## src/rtl/game_pkg.sv

```systemverilog
// Shared playfield constants and the line-clear engine state encoding.
// The grid store and the line-clear engine both import this package.
package game_pkg;

  localparam int ROWS = 20;  // playfield rows, row 0 is the top
  localparam int COLS = 10;  // playfield columns
  localparam int XW   = 4;   // column address width
  localparam int YW   = 5;   // row address width

  typedef enum logic [2:0] {
    IDLE,
    SCAN,
    LOAD,
    STORE,
    CLEAR_TOP,
    DONE
  } lce_state_t;

endpackage

```

## src/rtl/line_clear_engine.sv

```systemverilog
// Line-clear engine: scans the playfield bottom-up and removes every full row.
// A removed row is replaced by shifting each row above it down by one,
// staging each row in a COLS-bit buffer, and then zero-filling row 0.
// The shifted-in row is rescanned at the same y before the scan moves up.
module line_clear_engine
  import game_pkg::*;
#(
  parameter int CW = 5
) (
  input  logic          clk,
  input  logic          rst,
  input  logic          start,
  output logic          busy,
  output logic          done,
  output logic [CW-1:0] lines_cleared,
  output logic [XW-1:0] cell_x,
  output logic [YW-1:0] cell_y,
  output logic          cell_rd_en,
  output logic          cell_wr_en,
  output logic          cell_wr_data,
  input  logic          cell_rd_data
);

  localparam logic [XW-1:0] X_LAST = XW'(COLS - 1);
  localparam logic [YW-1:0] Y_BOT  = YW'(ROWS - 1);
  localparam logic [CW-1:0] LC_MAX = '1;

  lce_state_t      state, state_nxt;
  logic [XW-1:0]   x, x_nxt;          // column walker shared by all phases
  logic [YW-1:0]   y, y_nxt;          // scan row pointer
  logic [YW-1:0]   r, r_nxt;          // destination row of the current shift step
  logic [CW-1:0]   lc, lc_nxt;        // full rows removed in this pass
  logic [COLS-1:0] row_buf, row_buf_nxt;

  logic            x_end;
  logic [YW-1:0]   r_above;           // source row of the shift; never used while r == 0

  assign x_end         = (x == X_LAST);
  assign r_above       = r - YW'(1);
  assign lines_cleared = lc;

  // Next-state, counter/buffer updates and all grid port drives.
  always_comb begin
    // NOTE: every variable gets a default before the case so no path leaves one unassigned and infers a latch.
    state_nxt    = state;
    x_nxt        = x;
    y_nxt        = y;
    r_nxt        = r;
    lc_nxt       = lc;
    row_buf_nxt  = row_buf;
    busy         = (state != IDLE);
    done         = 1'b0;
    cell_rd_en   = 1'b0;
    cell_wr_en   = 1'b0;
    cell_wr_data = 1'b0;
    cell_x       = x;
    cell_y       = y;

    case (state)
      IDLE: begin
        if (start) begin
          lc_nxt    = '0;
          y_nxt     = Y_BOT;
          x_nxt     = '0;
          state_nxt = SCAN;
        end
      end

      SCAN: begin
        cell_rd_en = 1'b1;
        if (!cell_rd_data) begin
          // Row has a hole: move up, or finish after the top row.
          if (y == '0) begin
            state_nxt = DONE;
          end else begin
            y_nxt = y - YW'(1);
            x_nxt = '0;
          end
        end else if (!x_end) begin
          x_nxt = x + XW'(1);
        end else begin
          if (lc != LC_MAX) lc_nxt = lc + CW'(1);
          r_nxt     = y;
          x_nxt     = '0;
          state_nxt = (y == '0) ? CLEAR_TOP : LOAD;
        end
      end

      LOAD: begin
        cell_rd_en     = 1'b1;
        cell_y         = r_above;
        row_buf_nxt[x] = cell_rd_data;
        if (x_end) begin
          x_nxt     = '0;
          state_nxt = STORE;
        end else begin
          x_nxt = x + XW'(1);
        end
      end

      STORE: begin
        cell_wr_en   = 1'b1;
        cell_y       = r;
        cell_wr_data = row_buf[x];
        if (x_end) begin
          x_nxt     = '0;
          r_nxt     = r_above;
          state_nxt = (r_above == '0) ? CLEAR_TOP : LOAD;
        end else begin
          x_nxt = x + XW'(1);
        end
      end

      CLEAR_TOP: begin
        cell_wr_en = 1'b1;
        cell_y     = '0;
        if (x_end) begin
          x_nxt     = '0;
          state_nxt = SCAN;
        end else begin
          x_nxt = x + XW'(1);
        end
      end

      DONE: begin
        done      = 1'b1;
        state_nxt = IDLE;
      end

      default: state_nxt = IDLE;
    endcase
  end

  // State, pointers, counter and row buffer registers; reset aborts any pass.
  always_ff @(posedge clk or posedge rst) begin
    if (rst) begin
      state   <= IDLE;
      x       <= '0;
      y       <= '0;
      r       <= '0;
      lc      <= '0;
      // NOTE: the row buffer is a small flop register, so it is reset with everything else rather than left undefined like a RAM.
      row_buf <= '0;
    end else begin
      // NOTE: non-blocking assignments so every register samples the pre-edge value of the others.
      state   <= state_nxt;
      x       <= x_nxt;
      y       <= y_nxt;
      r       <= r_nxt;
      lc      <= lc_nxt;
      row_buf <= row_buf_nxt;
    end
  end

endmodule
```

## config.mk

```make
export PLATFORM = sky130hd
export DESIGN_NAME = line_clear_engine
export DESIGN_NICKNAME = d
export VERILOG_FILES = /design/src/rtl/game_pkg.sv /design/src/rtl/line_clear_engine.sv
export SDC_FILE = /design/constraint.sdc
export NUM_CORES = 1
export LEC_CHECK = 0
export BUFFER_PORTS_ARGS = -buffer_cell sky130_fd_sc_hd__buf_4
export CAP_MARGIN = 10
export CORE_ASPECT_RATIO = 0.7
export CORE_UTILIZATION = 35
export DETAILED_ROUTE_END_ITERATION = 6
export GPL_ROUTABILITY_DRIVEN = 0
export HOLD_SLACK_MARGIN = 0.1
export PLACE_DENSITY_LB_ADDON = 0.15
export REMOVE_ABC_BUFFERS = 1
export SYNTH_ARGS = -nofsm -noshare
export SYNTH_HDL_FRONTEND = slang
export SYNTH_SLANG_ARGS = --single-unit
```

## constraint.sdc

```tcl
create_clock -name clk -period 4.45 [get_ports clk]
set_input_delay 0.6675 -clock clk [delete_from_list [all_inputs] [get_ports clk]]
set_output_delay 0.6675 -clock clk [all_outputs]
set_load 0.01 [all_outputs]
```

==> Word level (Yosys, flattened, before mapping) <==
Index checks and enable logic that the tools add are counted.
{ "totals": {"latch_bits": 0, "mem_count": 0, "in_bits": 4, "mem_bits_ro": 0, "regBits": 32, "out_inout_bits": 19, "ramBits": 0} }
{ "op_classes": {"n_bitwise": 0, "n_div": 0, "magnitude_cmp": 2, "add_sub_neg": 4, "n_mul": 0, "n_mux": 38, "eq_ne": 19, "n_reduce_logical": 16, "n_shift": 0} }
{ "op_table": {"columns": ["operator", "n"], "rows": [
  ["2-to-1 mux 5 bit", 10],
  ["case mux 5 bit (2 select lines)", 3],
  ["2-to-1 mux 3 bit", 9],
  ["!= test 2 bit, second input constant", 9],
  ["2-to-1 mux 4 bit", 4],
  ["case mux 3 bit (5 select lines)", 1],
  ["case mux 5 bit (3 select lines)", 1],
  ["case mux 4 bit (3 select lines)", 1],
  ["bitwise mux 10 bit", 1],
  ["logical NOT 5 bit", 2],
  ["subtractor 5 x 1 -> 5 bit, second input constant", 2],
  ["!= test 3 bit, second input constant", 3],
  ["AND reduction 4 bit", 2],
  ["== test 3 x 2 -> 1 bit, second input constant", 2],
  ["== test 3 bit, second input constant", 2],
  ["2-to-1 mux 1 bit", 6],
  ["AND reduction 6 bit", 1],
  ["nonzero test 3 bit", 2],
  ["adder 5 x 1 -> 5 bit, second input constant", 1],
  ["< comparator 4 x 5 -> 1 bit, second input constant", 1],
  ["!= test 5 bit, second input constant", 1],
  ["AND reduction 5 bit", 1],
  ["adder 4 x 1 -> 4 bit, second input constant", 1],
  ["binary-select mux 1 bit (select 4 bit)", 1],
  ["other kinds (10)", 12]
]} }

==> Longest topological paths before layout <==
{ "logic_depth": {"ltp_word": 5, "mapped_depth": 7, "ltp_nobuf": 7} }

==> Worst setup path after synthesis <==
No wires, ideal clock.
{ "synth_path": {"path_kind": "register -> output", "from": "register r[0]", "to": "output port cell_y[4]", "path_stages_with_launch": 7, "path_buffers": 0, "t_required_ns": 3.783, "t_arrival_ns": 1.465, "path_slack_ns": 2.318, "cell_sequence": "dfrtp_1 inv_1 ha_1 nor3b_1 nor2b_1 o21ai_0 a21oi_1"} }
{ "synth_via": {"elab_chain_cells": 2} }
{ "synth_rtl": {"columns": ["item", "line_no", "rtl"], "rows": [
  ["start: declaration", "line_clear_engine.sv:31", "logic [YW-1:0] r, r_nxt;"],
  ["start signal: assignment", "line_clear_engine.sv:149", "r <= r_nxt;"],
  ["subtractor 5 x 1 -> 5 bit", "line_clear_engine.sv:39", "assign r_above = r - YW'(1);"],
  ["case mux 5 bit (3 select lines)", "line_clear_engine.sv:59", "case (state)"],
  ["end: declaration", "line_clear_engine.sv:17", "output logic [YW-1:0] cell_y,"]
]} }
No other way between the ends.

==> Worst setup path in the final report <==
{ "layout_path": {"from": "register x[1] (netlist: cell_x[1])", "to": "output port cell_wr_data"} }
{ "layout_via": {"elab_chain_cells": 3} }
{ "layout_rtl": {"columns": ["item", "line_no", "rtl"], "rows": [
  ["start: declaration", "line_clear_engine.sv:29", "logic [XW-1:0] x, x_nxt;"],
  ["start signal: assignment", "line_clear_engine.sv:147", "x <= x_nxt;"],
  ["binary-select mux 1 bit (select 4 bit)", "line_clear_engine.sv:104", "cell_wr_data = row_buf[x];"],
  ["2-to-1 mux 1 bit (not written as such)", "line_clear_engine.sv:104", null],
  ["2-to-1 mux 1 bit", "line_clear_engine.sv:59", null],
  ["end: declaration", "line_clear_engine.sv:20", "output logic cell_wr_data,"]
]} }
No other way between the ends. The select of a mux whose other input is x is not followed.

==> qor.yml <==
logic_synthesis:
  netlist_area_mm2: 0.00229
  synth_cell_type_count: 64
  synth-seq-cells: 32
  ys_warn_count: 0
  synth_edf_count: 0
  syn_avg_cell_area_um2: 9.37
  synth_ff_type: "dfrtp_1"
  ys_seq_area_share_pct: 35.0
  postSynth.asyncResetShare_pct: 100
  netlist_instances: 244
sta:
  fmax_mhz: 371
  worst_slack_ns: 1.75
  hold_violations: 0
  finalSetupViolations: 0
  tns_ns: 0
  maxSlewViolCount: 0
  worstMarginPinSlew_ns: 0.638
  clock_skew_ns: 0.0107
  relSlewSlack_pct: 57.4
  fin_crit_sh_pct: 60.6
  rsz0062_at_grt: "false"
  final.min_clock_period_ns: 2.70
final_layout:
  seqCellArea_um2: 801
  nets: 268
  final_common_cell: "dfrtp_1"
  layout.cells.non_filler: 337
  multi_input_area_mm2: 0.00135
  drive_gt1_share_pct: 21.6
  layout_common_cells: "dfrtp_1 (32), buf_4 (24), o21ai_0 (20)"
  diodes: 0
  area_delta_synth_final_pct: 12.1
  fill_cells: 628
placement:
  placed_cells: 329
  io_buffer_count: 22
  pre_cts_ws_ns: 2.05
  dp_hpwl_um: 3930
route:
  ant_nets: 0
  routedWlPerCell_um: 16.5
  routed_wl_um: 5570
  first_pass_iters: 4
  vias: 1880
  drc: 0
  drt_iter0_markers: 160
  via_per_inst: 5.58
global_route:
  track_usage_pct: 17.2
  grt_pass1_vias: 1671
  grt_pass1_wl_um: 9220
  overflow: 0
  grt_max_degree: 33
  antenna_found_initial: 0
worst_setup_path:
  critPathKind: "reg -> out"
  r2r_start: "state[0]$_DFFE_PP0P_"
  cp_max_fo: 17
  startpoint: "cell_x[1]$_DFFE_PP0P_"
  cp-start-kind: "register"
  critPathCaptureType: "output port"
  crit_required_ns: 3.78
  crit_arrival_ns: 2.03
floorplanning:
  fp.dieW_um: 98.6
  start_util_pct: 36.4
  die_y_um: 69.6
  pin_count: 23
  fp.dieArea_mm2: 0.00686
  rows: 24
  core_area_mm2: 0.00628
hold_path:
  min_path_type: "in -> async"
power_and_ir_drop:
  combPwrFrac_pct: 53.3
  pwr_density_cell_mw_per_mm2: 713
  vdd_drop_max_v: 0.000204
  leakage_uw: 0.00103
  p_total_uw: 1830
  swShare_pct: 44.5
  internal-power_uw: 1010
  sequentialPowerShare_pct: 33.7
  clkPwrFrac_pct: 13.1
  p_switching_uw: 814
clock_tree:
  path_clk_slew_ns: 0.08
  cts_setup_buffers: 0
  clockBufferDepth: 2
  post_cts_resized: 0
  hold_buffers: 0
  cts_buffers: 5
  clk_latency_ns: 0.28
  htree_levels: 2
  clock-sinks: 32
  cts_tree: "built"
  cts_root_buf: "clkbuf_8"
run_status:
  status: "complete, no violations"
flow_run:
  maxCapViolations: 0
-- critical path: stages, from the launching register on --
cell	delay, ns
dfrtp_1	0.67
mux4_2	0.57
mux2i_1	0.14
o32a_1	0.18
nor2_1	0.04
buf_4	0.14
-- worst paths after layout --
| check | end | slack, ns | cells after the start |
|---|---|---|---|
| setup / recovery | cell_wr_data | 1.75 | 5 |
| hold / removal | row_buf[9]$_DFFE_PP0P_ | 0.47 | 3 |
| setup reg to reg | state[1]$_DFFE_PP0P_ | 2.22 | 5 |
| hold reg to reg | row_buf[2]$_DFFE_PP0P_ | 0.49 | 1 |
| max in group asynchronous | lines_cleared[1]$_DFFE_PP0P_ | 3.64 | 3 |
| min in group clk | row_buf[2]$_DFFE_PP0P_ | 0.49 | 1 |
-- final cells by class --
type | instances | share of cell area, %
clock buffers | 6 | 3.22
clock inverters | 2 | 0.391
inverters | 11 | 1.61
multi-input cells | 184 | 52.7
flip-flops and latches | 32 | 31.2
well taps | 78 | 3.81
repair buffers | 24 | 7.03
-- power groups by stage --
stage,clock network [uW],registers [uW],logic (uW)
after floorplan,0,582,659
after global placement,0,618,963
after detailed placement,0,620,971
after CTS,247,614,976
after global routing,263,647,1080
final,239,615,973
-- cell usage after synthesis (3+ instances only) --
cell type | instances | area share, %
a21oi_1 | 17 | 3.7
and2_1 | 3 | 0.82
buf_2 | 9 | 2.0
clkbuf_1 | 5 | 0.82
dfrtp_1 | 32 | 35
ha_1 | 6 | 3.3
inv_1 | 11 | 1.8
mux2_2 | 8 | 3.9
nand2_1 | 13 | 2.1
nand2b_1 | 6 | 1.6
nand3_1 | 8 | 1.8
nand4_1 | 3 | 0.82
nor2_1 | 10 | 1.6
nor2b_1 | 7 | 1.9
nor3_1 | 3 | 0.66
nor3b_1 | 3 | 0.99
nor4_1 | 3 | 0.82
o211ai_1 | 3 | 0.99
o21ai_0 | 20 | 4.4
o31ai_1 | 6 | 2.0
or3_1 | 7 | 1.9
or4_1 | 4 | 1.3
xnor2_1 | 5 | 1.9
-- cells by family after synthesis --
kind of cell               synth area share, %
AOI/OAI and AO/OA                         19.6
xor gates and xnor gates                  2.30
adders and majority gates                 3.28
buffers and inverters                     5.91
DFF                                       35.0
muxes                                     7.94
and+or+nand+nor                           25.9
-- registers in the layout, summed over array words and instances, names as in the netlist --
signal and flops:
state 3, cell_x 4, r 5, y 5, row_buf 10, lines_cleared 5
-- per-stage QoR --
| step | instance area, um^2 | util (%) | hold WS [ns] |
|---|---|---|---|
| 2_1_floorplan | 2190 | - | 0.453 |
| 3_3_place_gp | 2470 | 39.4 | 0.488 |
| 3_5_place_dp | 2470 | 39.4 | 0.477 |
| 4_1_cts | 2560 | 40.8 | 0.493 |
| 5_1_grt | 2560 | 40.8 | 0.513 |
| 6_report | 2560 | 40.8 | 0.473 |
-- per-layer routing --
| metal | wire [um] | part of all wire, % | global-route usage, % | up-vias |
|---|---|---|---|---|
| met5 | 0 | 0 | 0 | - |
| met4 | 30 | 0.54 | 3.98 | 0 |
| met3 | 236 | 4.2 | 3.43 | 2 |
| met2 | 2140 | 38 | 21.0 | 43 |
| met1 | 3160 | 57 | 29.3 | 902 |
| li1 | - | - | - | 933 |
(Power assumes the default switching activity.)
